`config.mk`:
```
export PLATFORM = sky130hd
export DESIGN_NAME = serial_lcd_cmd_flat
export DESIGN_NICKNAME = d
export VERILOG_FILES = /design/src/rtl/serial_lcd_cmd_pkg.sv /design/src/rtl/serial_lcd_cmd_if.sv /design/src/rtl/serial_lcd_cmd_fifo.sv /design/src/rtl/serial_lcd_cmd.sv /design/src/flat_wrapper.sv
export SDC_FILE = /design/constraint.sdc
export NUM_CORES = 1
export LEC_CHECK = 0
export ABC_AREA = 1
export BUFFER_PORTS_ARGS = -buffer_cell sky130_fd_sc_hd__buf_4
export CORE_MARGIN = 3
export CORE_UTILIZATION = 32
export CTS_CLUSTER_SIZE = 16
export DETAILED_ROUTE_END_ITERATION = 10
export GPL_TIMING_DRIVEN = 0
export HOLD_SLACK_MARGIN = 0.08
export PLACE_DENSITY = 0.57
export SETUP_SLACK_MARGIN = 0.1
export SYNTH_ARGS = -nofsm -noshare
export SYNTH_HDL_FRONTEND = slang
export SYNTH_SLANG_ARGS = --single-unit
```
`constraint.sdc`:
```
create_clock -name clk -period 2.62 [get_ports clk]
set_input_delay 0.262 -clock clk [delete_from_list [all_inputs] [get_ports clk]]
set_output_delay 0.262 -clock clk [all_outputs]
set_load 0.01 [all_outputs]
```
`src/rtl/serial_lcd_cmd_pkg.sv`:
```
// Shared helpers and types for the serial-to-LCD command path.
// libstd carries generic utilities; liblcd carries the parser state type and control codes.
package libstd;

   // Address width for n entries; never less than one bit.
   function automatic int log2x(input int n);
      int r;
      r = 0;
      for (int i = 0; i < 31; i++) begin
         if ((1 << i) < n) r = i + 1;
      end
      return (r < 1) ? 1 : r;
   endfunction

endpackage

package liblcd;

   typedef enum logic [2:0] {
      IDLE    = 3'd0,
      WRITE   = 3'd1,
      CLEAR   = 3'd2,
      ESC_ROW = 3'd3,
      ESC_COL = 3'd4
   } lcd_parse_state_t;

   localparam logic [7:0] CH_CR    = 8'h0D;
   localparam logic [7:0] CH_LF    = 8'h0A;
   localparam logic [7:0] CH_FF    = 8'h0C;
   localparam logic [7:0] CH_ESC   = 8'h1B;
   localparam logic [7:0] CH_SPACE = 8'h20;
   localparam logic [7:0] CH_TILDE = 8'h7E;

   function automatic logic is_printable(input logic [7:0] b);
      return (b >= CH_SPACE) && (b <= CH_TILDE);
   endfunction

endpackage

```
`src/rtl/serial_lcd_cmd_if.sv`:
```
// LCD frame-buffer write port: one cell write per valid/ready handshake.
interface serial_lcd_cmd_if #(
   parameter int AW = 5
) ();

   logic          wr_val;
   logic          wr_ready;
   logic [AW-1:0] wr_addr;
   logic [7:0]    wr_char;

   modport master (
      output wr_val,
      output wr_addr,
      output wr_char,
      input  wr_ready
   );

   modport slave (
      input  wr_val,
      input  wr_addr,
      input  wr_char,
      output wr_ready
   );

endinterface

```
`src/rtl/serial_lcd_cmd_fifo.sv`:
```
// Small byte FIFO between the free-running receiver and the parser.
// Head entry is visible on dout without a pop; a push while full is taken only if a pop frees the slot.
module serial_byte_fifo
   import libstd::*;
#(
   parameter int DEPTH = 4,
   parameter int WIDTH = 8
) (
   input  logic             clk,
   input  logic             rst_n,
   input  logic             push,
   input  logic [WIDTH-1:0] din,
   input  logic             pop,
   output logic [WIDTH-1:0] dout,
   output logic             full,
   output logic             empty
);

   localparam int PW = log2x(DEPTH);

   logic [WIDTH-1:0] mem [DEPTH];
   logic [PW:0]      wr_ptr;
   logic [PW:0]      rd_ptr;
   logic             do_push;
   logic             do_pop;

   assign empty   = (wr_ptr == rd_ptr);
   assign full    = (wr_ptr[PW-1:0] == rd_ptr[PW-1:0]) && (wr_ptr[PW] != rd_ptr[PW]);
   assign do_pop  = pop && !empty;
   assign do_push = push && (!full || do_pop);
   assign dout    = mem[rd_ptr[PW-1:0]];

   always_ff @(posedge clk or negedge rst_n) begin
      if (!rst_n) begin
         wr_ptr <= '0;
         rd_ptr <= '0;
      end else begin
         if (do_push) wr_ptr <= wr_ptr + 1'b1;
         if (do_pop)  rd_ptr <= rd_ptr + 1'b1;
      end
   end

   // Storage needs no reset; the pointers define which entries are meaningful.
   always_ff @(posedge clk) begin
      if (do_push) mem[wr_ptr[PW-1:0]] <= din;
   end

endmodule

```
`src/rtl/serial_lcd_cmd.sv`:
```
// Terminal-style byte parser: buffers received bytes and turns them into LCD cell writes.
// Handles printable chars, CR, LF, FF (clear screen) and ESC row col (cursor set).
//
//   state   | meaning
//   --------+-----------------------------------------------
//   IDLE    | pop and decode the next byte
//   WRITE   | one character write pending on the LCD port
//   CLEAR   | sweeping spaces over every cell
//   ESC_ROW | next byte is the cursor row argument
//   ESC_COL | next byte is the cursor column argument
module serial_lcd_cmd
   import libstd::*;
   import liblcd::*;
#(
   parameter int ROWS       = 2,
   parameter int COLS       = 16,
   parameter int FIFO_DEPTH = 4
) (
   input  logic                    clk,
   input  logic                    rst_n,
   input  logic                    rx_val,
   input  logic [7:0]              rx_bits,
   input  logic                    rx_error,
   input  logic                    clr_flags,
   serial_lcd_cmd_if.master        wr,
   output logic                    overflow,
   output logic                    frame_err,
   output logic                    busy
);

   localparam int AW = log2x(ROWS * COLS);
   localparam int RW = log2x(ROWS);
   localparam int CW = log2x(COLS);

   localparam logic [RW-1:0] ROW_LAST = RW'(ROWS - 1);
   localparam logic [CW-1:0] COL_LAST = CW'(COLS - 1);
   localparam logic [AW-1:0] CLR_LAST = AW'(ROWS * COLS - 1);
   localparam logic [AW-1:0] COLS_AW  = AW'(COLS);
   localparam logic [31:0]   ROW_MAX  = 32'(ROWS - 1);
   localparam logic [31:0]   COL_MAX  = 32'(COLS - 1);

   lcd_parse_state_t state_q, state_d;

   logic [RW-1:0] row_q, row_d;
   logic [CW-1:0] col_q, col_d;
   logic [AW-1:0] clr_idx_q, clr_idx_d;
   logic [AW-1:0] addr_q, addr_d;
   logic [7:0]    char_q, char_d;
   logic          wr_val_q, wr_val_d;
   logic          overflow_q, frame_err_q;

   logic          fifo_full;
   logic          fifo_empty;
   logic [7:0]    fifo_dout;
   logic          pop;
   logic          wr_hs;
   logic [RW-1:0] row_inc;
   logic [AW-1:0] cur_addr;
   logic [31:0]   arg;

   serial_byte_fifo #(
      .DEPTH (FIFO_DEPTH),
      .WIDTH (8)
   ) u_fifo (
      .clk   (clk),
      .rst_n (rst_n),
      .push  (rx_val),
      .din   (rx_bits),
      .pop   (pop),
      .dout  (fifo_dout),
      .full  (fifo_full),
      .empty (fifo_empty)
   );

   assign pop      = !fifo_empty &&
                     ((state_q == IDLE) || (state_q == ESC_ROW) || (state_q == ESC_COL));
   assign wr_hs    = wr_val_q && wr.wr_ready;
   assign row_inc  = (row_q == ROW_LAST) ? '0 : row_q + RW'(1);
   assign cur_addr = AW'(row_q) * COLS_AW + AW'(col_q);
   assign arg      = {24'd0, fifo_dout};

   always_ff @(posedge clk or negedge rst_n) begin
      if (!rst_n) begin
         state_q   <= IDLE;
         row_q     <= '0;
         col_q     <= '0;
         clr_idx_q <= '0;
         addr_q    <= '0;
         char_q    <= '0;
         wr_val_q  <= 1'b0;
      end else begin
         state_q   <= state_d;
         row_q     <= row_d;
         col_q     <= col_d;
         clr_idx_q <= clr_idx_d;
         addr_q    <= addr_d;
         char_q    <= char_d;
         wr_val_q  <= wr_val_d;
      end
   end

   always_comb begin
      state_d = state_q;
      case (state_q)
         IDLE: begin
            if (pop) begin
               if (is_printable(fifo_dout))   state_d = WRITE;
               else if (fifo_dout == CH_FF)   state_d = CLEAR;
               else if (fifo_dout == CH_ESC)  state_d = ESC_ROW;
            end
         end
         WRITE:   if (wr_hs) state_d = IDLE;
         CLEAR:   if (wr_hs && (clr_idx_q == CLR_LAST)) state_d = IDLE;
         ESC_ROW: if (pop) state_d = ESC_COL;
         ESC_COL: if (pop) state_d = IDLE;
         default: state_d = IDLE;
      endcase
   end

   // Write-port values are computed one cycle ahead so the port itself is driven by flops.
   always_comb begin
      row_d     = row_q;
      col_d     = col_q;
      clr_idx_d = clr_idx_q;
      addr_d    = addr_q;
      char_d    = char_q;
      wr_val_d  = (state_d == WRITE) || (state_d == CLEAR);
      case (state_q)
         IDLE: begin
            if (pop) begin
               if (is_printable(fifo_dout)) begin
                  addr_d = cur_addr;
                  char_d = fifo_dout;
               end else if (fifo_dout == CH_CR) begin
                  col_d = '0;
               end else if (fifo_dout == CH_LF) begin
                  col_d = '0;
                  row_d = row_inc;
               end else if (fifo_dout == CH_FF) begin
                  clr_idx_d = '0;
                  addr_d    = '0;
                  char_d    = CH_SPACE;
               end
            end
         end
         WRITE: begin
            if (wr_hs) begin
               if (col_q == COL_LAST) begin
                  col_d = '0;
                  row_d = row_inc;
               end else begin
                  col_d = col_q + CW'(1);
               end
            end
         end
         CLEAR: begin
            if (wr_hs) begin
               if (clr_idx_q == CLR_LAST) begin
                  row_d = '0;
                  col_d = '0;
               end else begin
                  clr_idx_d = clr_idx_q + AW'(1);
                  addr_d    = clr_idx_q + AW'(1);
               end
            end
         end
         ESC_ROW: begin
            if (pop) row_d = (arg > ROW_MAX) ? ROW_LAST : RW'(fifo_dout);
         end
         ESC_COL: begin
            if (pop) col_d = (arg > COL_MAX) ? COL_LAST : CW'(fifo_dout);
         end
         default: ;
      endcase
   end

   // Set events take priority over a coincident clear.
   always_ff @(posedge clk or negedge rst_n) begin
      if (!rst_n) begin
         overflow_q  <= 1'b0;
         frame_err_q <= 1'b0;
      end else begin
         if (rx_val && fifo_full && !pop) overflow_q <= 1'b1;
         else if (clr_flags)              overflow_q <= 1'b0;
         if (rx_error)                    frame_err_q <= 1'b1;
         else if (clr_flags)              frame_err_q <= 1'b0;
      end
   end

   assign wr.wr_val  = wr_val_q;
   assign wr.wr_addr = addr_q;
   assign wr.wr_char = char_q;
   assign overflow   = overflow_q;
   assign frame_err  = frame_err_q;
   assign busy       = !fifo_empty || (state_q != IDLE);

endmodule

```
`src/flat_wrapper.sv`:
```
// flat-port wrapper written by rule: the top's interface ports become plain ports
module serial_lcd_cmd_flat import libstd::*; import liblcd::*;
#(
   parameter int ROWS       = 2,
   parameter int COLS       = 16,
   parameter int FIFO_DEPTH = 4
)
  (clk, rst_n, rx_val, rx_bits, rx_error, clr_flags, overflow, frame_err, busy, wr_wr_val, wr_wr_addr, wr_wr_char, wr_wr_ready);
  serial_lcd_cmd_if #(.AW(5)) wr_i ();
  input  logic clk;
  input  logic rst_n;
  input  logic rx_val;
  input  logic [7:0] rx_bits;
  input  logic rx_error;
  input  logic clr_flags;
  output logic overflow;
  output logic frame_err;
  output logic busy;
  output wire logic [$bits(wr_i.wr_val)-1:0] wr_wr_val;
  output wire logic [$bits(wr_i.wr_addr)-1:0] wr_wr_addr;
  output wire logic [$bits(wr_i.wr_char)-1:0] wr_wr_char;
  input wire logic [$bits(wr_i.wr_ready)-1:0] wr_wr_ready;
  assign wr_wr_val = wr_i.wr_val;
  assign wr_wr_addr = wr_i.wr_addr;
  assign wr_wr_char = wr_i.wr_char;
  assign wr_i.wr_ready = wr_wr_ready;
  serial_lcd_cmd #(.ROWS(ROWS), .COLS(COLS), .FIFO_DEPTH(FIFO_DEPTH)) u_core (.clk(clk), .rst_n(rst_n), .rx_val(rx_val), .rx_bits(rx_bits), .rx_error(rx_error), .clr_flags(clr_flags), .wr(wr_i), .overflow(overflow), .frame_err(frame_err), .busy(busy));
endmodule
```
==> results of run 1 <==
## cells in the final DEF, fill, tap and decap left out, types with 2 or more instances in the layout
cell type                  netlist  routed
sky130_fd_sc_hd__edfxtp_1       32      32
sky130_fd_sc_hd__nand2_1       131     131
sky130_fd_sc_hd__buf_4           2      32
sky130_fd_sc_hd__nand3_1        32      32
sky130_fd_sc_hd__nor3_1          4       4
sky130_fd_sc_hd__clkinv_4        0       2
sky130_fd_sc_hd__nand2_2        15      15
sky130_fd_sc_hd__o21bai_1        2       2
sky130_fd_sc_hd__ha_1            8       8
sky130_fd_sc_hd__o22ai_1         4       4
sky130_fd_sc_hd__xor2_1          4       4
sky130_fd_sc_hd__buf_6           2       2
sky130_fd_sc_hd__nand4_2         2       2
sky130_fd_sc_hd__xnor2_1         4       4
sky130_fd_sc_hd__inv_2           3       3
sky130_fd_sc_hd__a21oi_1        14      14
sky130_fd_sc_hd__nand4_1         3       3
sky130_fd_sc_hd__o21ai_0        14      14
sky130_fd_sc_hd__nand3_4         2       2
sky130_fd_sc_hd__clkbuf_1        1       2
sky130_fd_sc_hd__o21ai_1         4       4
sky130_fd_sc_hd__buf_2           2       2
sky130_fd_sc_hd__inv_1          34      34
sky130_fd_sc_hd__clkbuf_8        0       9
sky130_fd_sc_hd__dfrtp_1        35      35
sky130_fd_sc_hd__nor2_2          2       2
sky130_fd_sc_hd__nor2_1         27      27
## layout make-up
type | count | area (um2)
inverter | 38 | 145
tap | 136 | 170
timing repair buffer | 31 | 235
clock inverter | 5 | 63.8
clock buffer | 10 | 128
multi-input combinational | 284 | 1450
fill | 1072 | 6380
sequential | 67 | 1840
buffer | 7 | 51.3
## cells in the mapped netlist (8+ instances only)
cell type                  number
sky130_fd_sc_hd__a21oi_1       14
sky130_fd_sc_hd__dfrtp_1       35
sky130_fd_sc_hd__edfxtp_1      32
sky130_fd_sc_hd__ha_1           8
sky130_fd_sc_hd__inv_1         34
sky130_fd_sc_hd__nand2_1      131
sky130_fd_sc_hd__nand2_2       15
sky130_fd_sc_hd__nand3_1       32
sky130_fd_sc_hd__nor2_1        27
sky130_fd_sc_hd__o21ai_0       14
## registers in the layout (all words and copies together), names as in the netlist
signal	flops
u_core.wr.wr_addr	5
u_core.u_fifo.wr_ptr	3
u_core.u_fifo.mem	32
u_core.clr_idx_q	5
u_core.overflow	1
u_core.row_q	1
u_core.u_fifo.rd_ptr	3
u_core.state_q	3
u_core.col_q	4
u_core.wr.wr_char	8
u_core.wr.wr_val	1
u_core.frame_err	1
## logic make-up after synthesis
group / Yosys count
xor+xnor: 8
fa+ha+maj: 8
simple gates: 226
buf+inv: 45
flops: 67
compound gates: 42
## through the flow
stage | std cells | utilization [%]
after CTS | 578 | 39.0
after global placement | 562 | 37.1
after detailed placement | 562 | 37.1
after floorplan | 396 | -
final | 578 | 39.0
after global routing | 578 | 39.0
## critical path, cell delays in order (launching register included)
cell	delay, ns
sky130_fd_sc_hd__dfrtp_1	0.42
sky130_fd_sc_hd__nor2_1	0.19
sky130_fd_sc_hd__nand2_1	0.19
sky130_fd_sc_hd__o211ai_1	0.19
sky130_fd_sc_hd__nand2_1	0.16
sky130_fd_sc_hd__nand3b_1	0.16
sky130_fd_sc_hd__nand2_1	0.17
sky130_fd_sc_hd__nor2_1	0.69
## where the power goes
part / switching [W] / leakage, nW / internal [W]
Combinational: 0.00169 / 1.07 / 0.000910
Sequential: 0.000198 / 0.728 / 0.00147
Clock: 0.000417 / 0.0929 / 0.000441
## worst max path at each step
stage / from / to / cells past startpoint
finish: u_core.state_q[0] / u_core.u_fifo.mem[1][5] / 7
global route: u_core.state_q[1] / u_core.u_fifo.mem[1][5] / 7
CTS: u_core.state_q[0] / u_core.u_fifo.mem[3][4] / 7
detailed placement: u_core.state_q[0] / u_core.u_fifo.mem[3][0] / 7
global placement: u_core.state_q[0] / u_core.u_fifo.mem[3][0] / 7
floorplan: u_core.u_fifo.rd_ptr[1] / u_core.u_fifo.mem[3][0] / 8
## metal layers
layer | share of wire, % | GRT usage, %
met5 | 0 | 0
met4 | 1.5 | 5.54
met2 | 48 | 21.4
met3 | 5.5 | 3.38
met1 | 45 | 17.6
## timing repair
| item | CTS | global route |
|---|---|---|
| pin swaps | 0 | 0 |
| endpoints found under the setup margin | 23 | 33 |
| endpoints found under the hold margin | 35 | 0 |
| hold buffers | 1 | 0 |
==> run metrics, run 1 <==
run status finished, final reports clean; arrival time at the worst endpoint approximately 2.5 ns; Core Area ~10000 um2; DRT antenna net count 0; share of synthesized cell area in full adder, half adder and majority cells ~2.9%; top flip-flop cell by instance count after synthesis sky130_fd_sc_hd__dfrtp_1; Max Fanout on Critical Path 8; unrepaired setup endpoints after global routing yes; fin. max-slew vios 0; wire length of the first global-routing pass approximately 13000 um; fraction of synthesized cell area in xor and xnor cells around 2.0%; Pwr Total 0.00513 W; Synth Warn # 0; height of the die about 110 um; maximum number of buffers from clock root to sink 2; number of antenna violations at the first check in global routing 0; Setup Buffers After CTS 0; dominant cells by area after synthesis sky130_fd_sc_hd__edfxtp_1 28%, sky130_fd_sc_hd__dfrtp_1 25%, sky130_fd_sc_hd__nand2_1 14%; biggest area consumer among synthesized cells sky130_fd_sc_hd__edfxtp_1; worst-margin pin slew approximately 0.85 ns; share of cell area taken by muxes after synthesis 0%; R2R cell count 7; via count approximately 2700; first-pass iteration count of the detailed router 4; total CTS buffers 9; type of element capturing the critical path flop; cells after synthesis 396; max-slew headroom at the worst pin 43.3%; clk sinks 67; cell depth of the worst hold path 2; largest family of logic cells by synthesized area simple AND/OR/NAND/NOR gates; clock tree from TritonCTS built; required time of the critical path 2.60 ns; setup-violating endpoint count in the final report 0; number of cells upsized or downsized after cts 0; worst clock skew on the final layout 0.00781 ns; Port-buffer cells 30; DIE AREA between 10000 and 15000 um2; start-to-end type of the worst setup path reg -> reg; remaining design rule violation count 0; Routability Congestion between 0.8 and 0.9; source of the worst register-to-register timing path u_core.state_q[0]; worst hold path endpoint u_core.frame_err; clock latency of the later-clocked register in the worst-skew pair around 0.35 ns; worst-case vdd ir drop 513 uV; post-synthesis sequential area ratio between 50% and 60%; Period Utilization, post-route 96.6%; largest net degree at the start of global routing 36; area growth from synthesis to layout 17.1%; Highest Clock Rate roughly 400 MHz; Avg Inst Size Synth 8.80 um2; number of H-tree branching levels 3; time the final worst path needs with I/O delays and setup 2.53 ns; Unique masters post-synth 38; Synth Net Count 418; proportion of netlist area held by the largest area contributor 27.6%; complex-gate fraction of the synthesized area under 10%; asr flop ratio synth between 50 and 60%; nets 460; Die X-Extent 110 um; cell area after synthesis between 3000 and 4000 um2; HPWL after DPL approximately 5400 um; worst hold path type in -> reg; wire length per cell between 10 and 15 um; leakage component of the power between 1.5 and 2 nW; ratio of cells with drive above 1 in the final layout between 10% and 20%; total routed wirelength about 7300 um; Antenna Diode Count 0; Starting Density 33.3%; final instance area around 4100 um2; setup slack on the worst flop-to-flop path about 0.089 ns; final total negative setup slack 0 ns; drt initial violations around 160; ports placed on the boundary 31; Setup Slack @ Placement roughly 0.08 ns; cell at the root of the clock tree sky130_fd_sc_hd__clkbuf_8; destination of the worst register-to-register timing path u_core.u_fifo.mem[1][5]; total global-route track usage 13.5%; crit start category flop; max cap viols 0; worst hold slack a little under 0.1 ns; count of final hold-check violations 0; post-placement cell area between 3000 and 4000 um2; power per cell area 1260 nW/um2; slack of the critical path between 0.08 and 0.09 ns; detailed-route vias per instance between 4 and 5; origin of the worst min-delay path clr_flags; number of core rows 37; Post-Synth Simple-Gate Area around 30%; GRT overflow 0; Post-synth EDFFs 32; number of storage elements in the synthesis netlist 67; via count of the first global-routing pass between 2000 and 3000; clock slew at reported path FFs approximately 0.08 ns
Power figures use the tool's default switching activity.
==> inputs of run 2 (changes only) <==
ABC_AREA = unset   (was 1)
==> run 2 against run 1 <==
Compared with the run above:
- flip-flop and latch count unchanged
- highest routed layer unchanged
- synthesized cell count shrank 37%
- non-clock buffer count up 29
- clock power shrank 12%
- worst hold slack gained 0.021 ns
- sequential power down 4%
- first-iteration DRC count down 28%
- global-route usage is 0.085 points higher
- die area shrank 4.8%
- combinational power is 12% higher
- design area up 5.3%
==> run metrics, run 2 <==
biggest area consumer among synthesized cells sky130_fd_sc_hd__edfxtp_1; fin. max-slew vios 0; drt initial violations ~120; Synth Net Count between 200 and 300; Largest register FFs 32; run status finished, final reports clean; start-to-end type of the worst setup path reg -> reg; remaining design rule violation count 0; cell with the most instances after synthesis sky130_fd_sc_hd__dfrtp_1; time the final worst path needs with I/O delays and setup ~2.6 ns; cells after synthesis 250; clock tree from TritonCTS built; DRT antenna net count 0; global routing usage on met2 23.3%; unrepaired setup endpoints after global routing yes; cell total after placement slightly above 400; commonest non-fill, non-tap cell in the layout sky130_fd_sc_hd__buf_4; first-pass iteration count of the detailed router 4; setup-violating endpoint count in the final report 0; post-synthesis sequential area ratio roughly 56%; ratio of cells with drive above 1 in the final layout ~40%; clock latency of the later-clocked register in the worst-skew pair 0.34 ns; number of antenna violations at the first check in global routing 0; Antenna Diode Count 0; Synth Warn # 0; Port-buffer cells 30; Core Area 9910 um2; required time of the critical path 2.85 ns; destination of the worst register-to-register timing path u_core.clr_idx_q[4]; Highest Clock Rate 384 MHz; via count roughly 2300; M1 GR Usage 16.4%; Period Utilization, post-route roughly 99%; worst clock skew on the final layout slightly below 0.008 ns; total CTS buffers 9; top flip-flop cell by instance count after synthesis sky130_fd_sc_hd__dfrtp_1; total global-route track usage about 14%; type of element capturing the critical path flop; clock slew at reported path FFs roughly 0.07 ns; R2R cell count 7; power per cell area about 1200 nW/um2; number of H-tree branching levels 3; worst-case vdd ir drop roughly 440 uV; slack of the critical path around 0.015 ns; cell at the root of the clock tree sky130_fd_sc_hd__clkbuf_8; cell types with the highest counts after synthesis 35 x sky130_fd_sc_hd__dfrtp_1, 32 x sky130_fd_sc_hd__edfxtp_1, 14 x sky130_fd_sc_hd__nor2_1, 13 x sky130_fd_sc_hd__and2_1, 11 x sky130_fd_sc_hd__nand2_1; height of the die ~110 um; dominant cells by area after synthesis sky130_fd_sc_hd__edfxtp_1 29%, sky130_fd_sc_hd__dfrtp_1 26%, sky130_fd_sc_hd__mux4_2 4.8%; source of the worst register-to-register timing path u_core.u_fifo.rd_ptr[0]; DIE AREA between 10000 and 15000 um2; crit start category flop; worst hold path type in -> reg; leading cell types in the layout, fill and taps excluded 52 x sky130_fd_sc_hd__buf_4, 34 x sky130_fd_sc_hd__dfrtp_1, 32 x sky130_fd_sc_hd__edfxtp_1; Unique masters post-synth 54; max cap viols 0; number of storage elements in the synthesis netlist 67; total routed wirelength between 7000 and 8000 um; via count of the first global-routing pass 2356; HPWL after DPL around 4800 um; detailed-route vias per instance around 5.0; final non-filler cell total 459; number of core rows 36; Post-synth EDFFs 32; arrival time at the worst endpoint about 2.8 ns; Avg Inst Size Synth about 13 um2; area growth from synthesis to layout 29.8%; Most Used Layer, Global Route met2; GRT overflow 0; origin of the worst min-delay path rx_bits[7]; GRT met3 Usage under 10%; Routability Congestion 0.877; Max Fanout on Critical Path 5; setup slack on the worst flop-to-flop path about 0.015 ns; cell depth of the worst hold path 1; asr flop ratio synth between 50% and 60%; Setup Slack @ Placement -0.141 ns; maximum number of buffers from clock root to sink 2; post-placement cell area approximately 3700 um2; worst-margin pin slew roughly 0.54 ns; largest net degree at the start of global routing 36; final instance area 4300 um2; ports placed on the boundary 31; Die X-Extent 108 um; wire length of the first global-routing pass between 10000 and 15000 um; clk sinks 67; proportion of netlist area held by the largest area contributor approximately 29%; nets ~340; worst hold path endpoint u_core.u_fifo.mem[2][7]; wire length per cell roughly 16 um; count of final hold-check violations 0; Starting Density between 30% and 40%; leakage component of the power between 1.5 and 2 nW; max-slew headroom at the worst pin a little under two thirds; cell area after synthesis ~3300 um2
==> run 2: worst max-delay path by stage <==
stage | from | to | slack [ns] | cells past startpoint
floorplan | u_core.u_fifo.rd_ptr[0] | u_core.clr_idx_q[1] | 0.11 | 7
global placement | u_core.state_q[0] | u_core.u_fifo.mem[3][6] | -0.11 | 6
detailed placement | u_core.state_q[0] | u_core.u_fifo.mem[3][6] | -0.14 | 6
CTS | u_core.u_fifo.rd_ptr[0] | u_core.clr_idx_q[4] | 0.01 | 7
global route | u_core.u_fifo.rd_ptr[0] | u_core.clr_idx_q[0] | -0.06 | 8
finish | u_core.u_fifo.rd_ptr[0] | u_core.clr_idx_q[4] | 0.02 | 7
==> run 2: power breakdown <==
part	switching [W]	internal (W)
combinational	0.00146	0.00144
sequential	0.000181	0.00141
clock	0.000406	0.000345
==> run 2: cell type report <==
type / instances / area (um2)
sequential: 67 / 1840
timing repair buffer: 61 / 514
buffer: 6 / 43.8
fill: 946 / 5610
clock inverter: 6 / 41.3
tap: 133 / 166
multi-input combinational: 167 / 1530
clock buffer: 10 / 128
inverter: 9 / 33.8
==> run 2: what timing repair did <==
| item | in CTS | in global routing |
|---|---|---|
| endpoints found under the hold margin | 36 | 0 |
| buffers inserted | 22 | 6 |
| setup endpoints to repair | 54 | 50 |
| pin swaps | 8 | 10 |
| gates cloned | 1 | 0 |
| resized for setup | 23 | 16 |
| hold buffers | 2 | 0 |
==> run 2: cell families (layout without fill, tap and decap cells) <==
logic type                 count (synthesis)  after routing  share of synthesized area (%)
buffers and inverters                     16             92                           2.34
muxes                                     21             21                           10.4
xor gates and xnor gates                  10             10                           2.65
and+or+nand+nor                           77             77                           13.2
AOI/OAI and AO/OA                         51             51                           12.8
DFF                                       67             67                           55.5
adders and majority gates                  8              8                           3.03
==> run 2: metal layers <==
metal / part of all wire [%] / up-vias / wire, um
met5: 0 / - / 0
met4: 2.3 / 0 / 170
met3: 3.4 / 14 / 248
met2: 52 / 47 / 3820
met1: 42 / 1140 / 3090
li1: - / 1094 / -
==> run 2: through the flow <==
stage | hold WS, ns | total power, W | TNS (ns) | utilization [%]
after CTS | 0.0947 | 0.00505 | 0 | 42.1
after global placement | 0.251 | 0.00367 | -2.78 | 37.3
after global routing | 0.0992 | 0.00561 | -0.209 | 43.3
after detailed placement | 0.254 | 0.00372 | -3.81 | 37.3
after floorplan | -0.0336 | 0.00311 | 0 | -
final | 0.118 | 0.00524 | 0 | 43.3
==> run 2: worst max-delay path: stages, from the launching register on <==
cell                       delay [ns]
sky130_fd_sc_hd__dfrtp_2         0.38
sky130_fd_sc_hd__buf_8           0.13
sky130_fd_sc_hd__mux4_2          0.56
sky130_fd_sc_hd__or4_4           0.61
sky130_fd_sc_hd__nor3_4          0.22
sky130_fd_sc_hd__o31ai_4         0.09
sky130_fd_sc_hd__o211ai_4        0.16
sky130_fd_sc_hd__mux2_4          0.33
